## config.mk

```make
export PLATFORM = sky130hd
export DESIGN_NAME = xnor_popcount_unit
export DESIGN_NICKNAME = d
export VERILOG_FILES = /design/src/rtl/bmlp_pkg.sv /design/src/rtl/argmax_tracker.sv /design/src/rtl/xnor_popcount_unit.sv
export SDC_FILE = /design/constraint.sdc
export NUM_CORES = 1
export LEC_CHECK = 0
export CORE_ASPECT_RATIO = 0.9
export CORE_UTILIZATION = 25
export CTS_CLUSTER_SIZE = 25
export DETAILED_ROUTE_END_ITERATION = 16
export DONT_BUFFER_PORTS = 1
export GPL_ROUTABILITY_DRIVEN = 0
export PLACE_DENSITY = 0.38
export SLEW_MARGIN = 30
export SYNTH_ARGS = -nofsm -noshare
export SYNTH_HDL_FRONTEND = slang
export SYNTH_SLANG_ARGS = --single-unit
```

## constraint.sdc

```tcl
create_clock -name clk -period 2.45 [get_ports clk]
set_input_delay 0.1225 -clock clk [delete_from_list [all_inputs] [get_ports clk]]
set_output_delay 0.1225 -clock clk [all_outputs]
set_load 0.02 [all_outputs]
```

## src/rtl/bmlp_pkg.sv

```systemverilog
// Shared definitions for the binary MLP datapath: layer codes and default sizes.
package bmlp_pkg;

    typedef enum logic [2:0] {
        LAYER_HID = 3'b000,
        LAYER_IN  = 3'b001,
        LAYER_OUT = 3'b010,
        LAYER_END = 3'b100
    } layer_e;

    localparam int NUM_CLASSES = 11;
    localparam int ACC_W       = 8;
    localparam int CLS_W       = 4;

endpackage

```

## src/rtl/argmax_tracker.sv

```systemverilog
// Running argmax over the output-layer scores of one frame.
// Strict greater-than keeps the lower index on ties; the first score of a
// frame always seeds the tracker. The caller stops presenting scores once
// all classes of the frame have been seen.
module argmax_tracker #(
    parameter int ACC_W = bmlp_pkg::ACC_W,
    parameter int CLS_W = bmlp_pkg::CLS_W
) (
    input  logic                    clk,
    input  logic                    rst,
    input  logic                    clear,
    input  logic signed [ACC_W-1:0] score,
    input  logic                    score_valid,
    output logic        [CLS_W-1:0] best_idx,
    output logic        [CLS_W-1:0] count
);
    import bmlp_pkg::*;

    logic signed [ACC_W-1:0] best;

    // Track best score and its index; clear wins over a same-cycle score.
    always_ff @(posedge clk) begin
        // NOTE: rst is synchronous, so it is tested inside the clocked block
        // and kept out of the sensitivity list.
        if (!rst || !clear) begin
            best     <= '0;
            best_idx <= '0;
            count    <= '0;
        end else if (score_valid) begin
            if (count == '0 || score > best) begin
                best     <= score;
                best_idx <= count;
            end
            count <= count + CLS_W'(1);
        end
    end

endmodule

```

## src/rtl/xnor_popcount_unit.sv

```systemverilog
// Binary-neuron compute unit: XNOR of activation and weight bits accumulated
// as a saturating signed +/-1 popcount. Each neuron end either emits a
// binarized bit (hidden/input layers) or feeds the argmax tracker (output
// layer); the winning class is reported when the layer code moves to END.
module xnor_popcount_unit #(
    parameter int ACC_W       = bmlp_pkg::ACC_W,
    parameter int THRESH      = 0,
    parameter int NUM_CLASSES = bmlp_pkg::NUM_CLASSES,
    parameter int CLS_W       = bmlp_pkg::CLS_W
) (
    input  logic             clk,
    input  logic             rst,
    input  logic             cu_rst,
    input  logic             g_reg_rst7,
    input  logic [2:0]       layer,
    input  logic             act_bit,
    input  logic             wgt_bit,
    output logic             rf_wdata,
    output logic             rf_wvalid,
    output logic [ACC_W-1:0] acc_dbg,
    output logic [CLS_W-1:0] class_out,
    output logic             class_valid
);
    import bmlp_pkg::*;

    localparam logic signed [ACC_W-1:0] ACC_MAX   = {1'b0, {(ACC_W-1){1'b1}}};
    localparam logic signed [ACC_W-1:0] ACC_MIN   = {1'b1, {(ACC_W-1){1'b0}}};
    localparam logic signed [ACC_W:0]   STEP_UP   = (ACC_W+1)'(1);
    localparam logic signed [ACC_W:0]   STEP_DN   = -(ACC_W+1)'(1);
    localparam logic signed [ACC_W-1:0] THRESH_W  = ACC_W'(THRESH);
    localparam logic        [CLS_W-1:0] CNT_LIMIT = CLS_W'(NUM_CLASSES);

    logic signed [ACC_W-1:0] acc;
    logic signed [ACC_W-1:0] acc_next;
    logic signed [ACC_W:0]   sum_ext;
    logic                    cu_rst_d;
    logic [2:0]              layer_d;
    logic                    end_ev;
    logic                    frame_end;
    logic                    is_out;
    logic                    score_valid;
    logic [CLS_W-1:0]        best_idx;
    logic [CLS_W-1:0]        class_cnt;

    // Next accumulator value: add +/-1 one bit wider, then clamp on overflow.
    always_comb begin
        // NOTE: every combinational output gets a value on every path, so no
        // latch is inferred.
        sum_ext  = $signed({acc[ACC_W-1], acc}) + ((act_bit == wgt_bit) ? STEP_UP : STEP_DN);
        acc_next = sum_ext[ACC_W-1:0];
        if (sum_ext[ACC_W] != sum_ext[ACC_W-1]) begin
            acc_next = sum_ext[ACC_W] ? ACC_MIN : ACC_MAX;
        end
    end

    // Neuron-end and frame-end edge detects, output-layer score gating.
    always_comb begin
        end_ev      = cu_rst_d & ~cu_rst;
        frame_end   = (layer == LAYER_END) && (layer_d != LAYER_END);
        is_out      = (layer == LAYER_OUT);
        score_valid = end_ev && is_out && (class_cnt < CNT_LIMIT);
    end

    // Accumulator: clear while cu_rst is low, otherwise add the product.
    always_ff @(posedge clk) begin
        // NOTE: state is updated with non-blocking assignments so every
        // register samples the pre-edge values of the others.
        if (!rst || !cu_rst) begin
            acc <= '0;
        end else begin
            acc <= acc_next;
        end
    end

    // Delayed copies of cu_rst and layer for edge detection.
    always_ff @(posedge clk) begin
        if (!rst) begin
            cu_rst_d <= 1'b0;
            layer_d  <= 3'b000;
        end else begin
            cu_rst_d <= cu_rst;
            layer_d  <= layer;
        end
    end

    // Binarizer: acc still holds the final sum on the end_ev edge.
    always_ff @(posedge clk) begin
        if (!rst) begin
            rf_wdata  <= 1'b0;
            rf_wvalid <= 1'b0;
        end else begin
            rf_wvalid <= end_ev & ~is_out;
            if (end_ev && !is_out) begin
                rf_wdata <= (acc >= THRESH_W);
            end
        end
    end

    // Frame-end report of the winning class; class_out holds between frames.
    always_ff @(posedge clk) begin
        if (!rst) begin
            class_out   <= '0;
            class_valid <= 1'b0;
        end else begin
            class_valid <= frame_end;
            if (frame_end) begin
                class_out <= best_idx;
            end
        end
    end

    argmax_tracker #(
        .ACC_W (ACC_W),
        .CLS_W (CLS_W)
    ) u_argmax (
        .clk         (clk),
        .rst         (rst),
        .clear       (g_reg_rst7),
        .score       (acc),
        .score_valid (score_valid),
        .best_idx    (best_idx),
        .count       (class_cnt)
    );

    assign acc_dbg = acc;

endmodule

```

# Word level (Yosys, flattened, before mapping)
# Index checks and enable logic that the tools add are counted.
# Widths: inputs -> output; s select.
# totals
reg_bits,35
output_inout_bits,15
wordCells,40
# op_classes
n_addsub,2
order_cmp,3
n_eq_ne,5
mux,3
bitwise_logic,4
n_reduce_logical,13
# ops
op,n
$mux 8,2
$add 8x9->9,1
$mux 9,1
$ge 8x1->1 const B,1
$gt 8x8->1,1
$add 4x1->4 const B,1
$logic_and 1x1->1,4
$logic_not 1->1,4
$logic_not 4->1,1
$lt 4x4->1 const B,1
$eq 3x2->1 const B,1
$eq 3x3->1 const B,1
$logic_or 1x1->1,3
$ne 3x3->1 const B,1
$and 1x1->1,2
$not 1->1,2
$reduce_and 2->1,1
$eq 1x1->1,1
$ne 1x1->1,1

# Longest topological paths before layout
# depth
word_depth,5
depth_mapped,9
ltp_nobuf,8

# Modules after synthesis
# Synthesis repeated with hierarchy kept, for this count alone.
# unflattened
cells_unflattened,201
area_unflattened_um2,1875.5
# by_module_without_submodules
mod,instances,cells_per_inst,area_per_inst_um2
xnor_popcount_unit,1,100,967.2
argmax_tracker,1,101,908.4

# Worst setup path after synthesis
# No wires, ideal clock.
# synth_path
kind,input port to flip-flop
start,input port wgt_bit
end,"register acc[0], in the netlist acc_dbg[0]"
arrival_ns,2.072
slack_ns,0.252
cell_stages,8
n_path_buf,0
cell_sequence,xor2_1 ha_1 a21o_1 a2111oi_0 nand2b_1 and2_1 o21ai_1 a31oi_1
# synth_via
elab_chain_cells,5
word_cells_on_any_way,6
# synth_lines
item,line_no,rtl
"start, declared",xnor_popcount_unit.sv:17,"input logic wgt_bit,"
$eq 1x1->1 *,xnor_popcount_unit.sv:49,"sum_ext = $signed({acc[ACC_W-1], acc}) + ((act_bit == wgt_bit) ? STEP_UP : STEP_DN);"
$mux 9 *,xnor_popcount_unit.sv:49,
$add 8x9->9 *,xnor_popcount_unit.sv:49,
$mux 8 or $ne 1x1->1 (tied branches),"xnor_popcount_unit.sv:52, xnor_popcount_unit.sv:51",
$mux 8 *,xnor_popcount_unit.sv:51,if (sum_ext[ACC_W] != sum_ext[ACC_W-1]) begin
"end signal, assigned",xnor_popcount_unit.sv:71,acc <= acc_next;
"end, declared",xnor_popcount_unit.sv:33,logic signed [ACC_W-1:0] acc;
# Every way passes the cells marked *; elsewhere a longest branch is shown, timed or not.
# A chain may end at the register's enable or synchronous reset.

# Worst setup path in the final report
# layout_path
start,"register acc[0], in the netlist acc_dbg[0]"
end,register u_argmax.best[0]
# layout_via
elab_chain_cells,3
# layout_lines
item,line_no,rtl
$gt 8x8->1,argmax_tracker.sv:30,if (count == '0 || score > best) begin
$logic_or 1x1->1,argmax_tracker.sv:30,
$reduce_and 2->1 (no line),--,
"end signal, assigned",argmax_tracker.sv:31,best <= score;
"end, declared",argmax_tracker.sv:19,logic signed [ACC_W-1:0] best;
# Several ways; a longest one is shown, not always the timed one.

==> flow_summary.json <==
{
  "required_ps": 2600,
  "num_vias": 1458,
  "yosys.cell_count.top_type": "dfxtp_1",
  "grt_use_met3": 0.03986,
  "start_util": 0.2629,
  "ys_ff_latch": 35,
  "rsz0062_at_grt": "false",
  "yosys-mux-area-fraction": 0.08522,
  "crit_path_end_kind": "flop",
  "synth_area_per_cell_um2": 9.123,
  "p_leak_nw": 0.9559,
  "synth_flop_cell": "dfxtp_1",
  "synth_xor_area_frac": 0.03728,
  "period_share": 0.9111,
  "clock-sinks": 35,
  "grt_pass1_vias": 1491,
  "regArea_um2": 700.7,
  "vdd_drop_max_mv": 0.1934,
  "synth_cells": 206,
  "crit_family": "flip-flops",
  "p_per_area_nw_per_um2": 702.7,
  "cts_resized": 0,
  "cts_buffers": 5,
  "cpPeakStageDelay_ps": 590,
  "die_h_um": 84.25,
  "grtUsageTotal": 0.1235,
  "post-dp-hpwl_um": 3231,
  "hold_path_class": "in -> reg",
  "via_per_inst": 4.528,
  "power_frac_seq": 0.405,
  "synth_nets": 233,
  "cts_hold_buf": 7,
  "crit_type": "reg -> reg",
  "synth_compound_area_frac": 0.1678,
  "hold_viol": 0,
  "drc_errors": 0,
  "p_int_mw": 1.013,
  "ys_async_sr_fraction": 0,
  "core_area_um2": 7148,
  "wl_per_cell_um": 13.50,
  "max-clock-path-buffers": 2,
  "drive_gt1_frac": 0.1223,
  "stdcell_count": 322,
  "clockPowerShare": 0.268,
  "critPathArrivalTime_ps": 2390,
  "cap_violations": 0,
  "synth_common_cells": "35 x dfxtp_1, 27 x nor2_1, 17 x ha_1",
  "crit_fanout": 5,
  "placement.io_buffers": 0,
  "antenna_cells": 0,
  "antenna_found_initial": 0,
  "setup_viol": 0,
  "synth_top_family_by_area": "simple AND/OR/NAND/NOR gates",
  "clock_latency_ps": 290,
  "yosys_warnings": 0,
  "cp-start-kind": "flop",
  "grt_max_degree": 15,
  "wl_um": 4348,
  "synthDominantCellAreaShare": 0.3728,
  "cts_tree": "built",
  "multiInputGateArea_um2": 1100,
  "dp_cells": 307,
  "drtIter0Drc": 27,
  "worst_path_max_delay_cell": "dfxtp_1",
  "drt-pass1-iter-count": 4,
  "yosysTopAreaCell": "dfxtp_1",
  "path_buf_inv": 2,
  "synthDistinctLibCells": 42,
  "synth_area_um2": 1879,
  "fillers": 752,
  "synth_edf_count": 0,
  "max_freq_mhz": 448.0,
  "synth_area_leaders": "dfxtp_1 37%, ha_1 11%, mux2i_1 8.5%",
  "dieArea_um2": 7868,
  "finClkSkew_ps": 9.582,
  "switching_share": 0.3482,
  "grt_pass1_wl_um": 7603,
  "overflow": 0,
  "whs_ps": 20.70,
  "synth_fa_ha_area_frac": 0.1238,
  "slew_headroom": 0.5367,
  "die_w_um": 93.39,
  "clk_pin_slew_ps": 70,
  "postCtsSetupRepairBufs": 0,
  "status": "complete, no violations",
  "finalMaxSlewViolations": 0,
  "layout.nets": 255,
  "ys_seq_area_frac": 0.3728,
  "rows": 29,
  "io-pin-count": 24,
  "period_minus_slack_ps": 2232,
  "ant_nets": 0,
  "crit_chain": "inv_1, ha_1, nand4_1, o221ai_1, a32oi_2, o21ai_4, buf_4, mux2i_1, nor2_1",
  "htree_levels": 2,
  "grt_use_met1": 0.1682,
  "grtUsageMet2": 0.1845,
  "grt_busiest_layer": "met2",
  "pwr-share-comb": 0.328,
  "areaGrowthSynthToFinish_pct": 17.64,
  "synthSimpleGateAreaFrac": 0.1711,
  "p_sw_mw": 0.5409,
  "fin_tns_setup_ps": 0,
  "root_buffer": "clkbuf_8",
  "worstMarginPinSlew_ps": 692.5
}
[sequential cells by signal (all words and copies together) (netlist names)]
register	cells
u_argmax.best	8
u_argmax.best_idx	4
class_valid	1
u_argmax.count	4
rf_wvalid	1
layer_d	3
acc_dbg	8
class_out	4
rf_wdata	1
cu_rst_d	1
[metal layers]
layer / wire [um] / part of all wire / vias to the layer above
met3: 272 / 0.063 / 5
li1: - / - / 767
met4: 40 / 0.0092 / 0
met1: 2166 / 0.50 / 652
met5: 0 / 0 / -
met2: 1870 / 0.43 / 34
[kinds of logic (layout without fill, tap and decap cells)]
| family | Yosys count | count (layout) |
|---|---|---|
| AO/OA/AOI/OAI | 45 | 45 |
| XOR/XNOR | 8 | 8 |
| adder cells (fa/ha/maj) | 18 | 18 |
| buffers and inverters | 18 | 41 |
| flip-flops | 35 | 35 |
| multiplexers | 16 | 16 |
| AND/OR/NAND/NOR | 66 | 66 |
[stage by stage]
step	util	area, um^2	setup slack, ps	total power [mW]
after floorplan	-	1879	251.6	1.007
after global routing	0.3093	2211	17.26	1.670
after detailed placement	0.2876	2056	36.14	1.145
after CTS	0.3093	2211	182.2	1.586
final	0.3093	2211	217.7	1.553
after global placement	0.2876	2056	49.25	1.152
[layout by cell type (no fill, tap or decap), drive strengths merged, types with 3 or more instances in the layout]
cell type / Yosys / layout
a21oi: 5 / 5
nor2: 28 / 28
dfxtp: 35 / 35
nand2: 13 / 13
buf: 1 / 11
xor2: 6 / 6
inv: 15 / 15
nor3b: 3 / 3
dlygate4sd3: 0 / 7
ha: 17 / 17
and2: 7 / 7
a31oi: 7 / 7
o21ai: 19 / 19
mux2i: 16 / 16
nand4: 3 / 3
nand3: 5 / 5
clkbuf: 2 / 6
[final cells by class]
class / count / area share
timing repair buffer: 18 / 0.06904
clock buffer: 6 / 0.03282
inverter: 15 / 0.02547
tap: 93 / 0.05263
multi-input combinational: 153 / 0.4975
clock inverter: 2 / 0.005659
sequential: 35 / 0.3169
[worst register-to-register path: cells and delay by family, from the launching register on]
| family | cells | cell delay, ps |
|---|---|---|
| AO/OA/AOI/OAI | 3 | 510 |
| flip-flops | 1 | 590 |
| AND/OR/NAND/NOR | 2 | 140 |
| adder cells (fa/ha/maj) | 1 | 310 |
| buffers and inverters | 2 | 330 |
| multiplexers | 1 | 210 |
[power groups by stage]
stage	registers, mW	logic [mW]	clock network, mW
after floorplan	0.658	0.349	0
after global placement	0.645	0.507	0
after detailed placement	0.644	0.501	0
after CTS	0.631	0.515	0.441
after global routing	0.635	0.575	0.460
final	0.628	0.509	0.416
[worst paths after layout]
| check | startpoint | end | slack [ps] | depth (start not counted) |
|---|---|---|---|---|
| setup / recovery | acc_dbg[0] | u_argmax.best[0] | 220 | 9 |
| hold / removal | rst | u_argmax.best_idx[3] | 20 | 2 |
| setup reg to reg | acc_dbg[0] | u_argmax.best[0] | 220 | 9 |
| hold reg to reg | u_argmax.best_idx[3] | u_argmax.best_idx[3] | 470 | 2 |
Note: power is estimated with default switching activity, not from simulation.
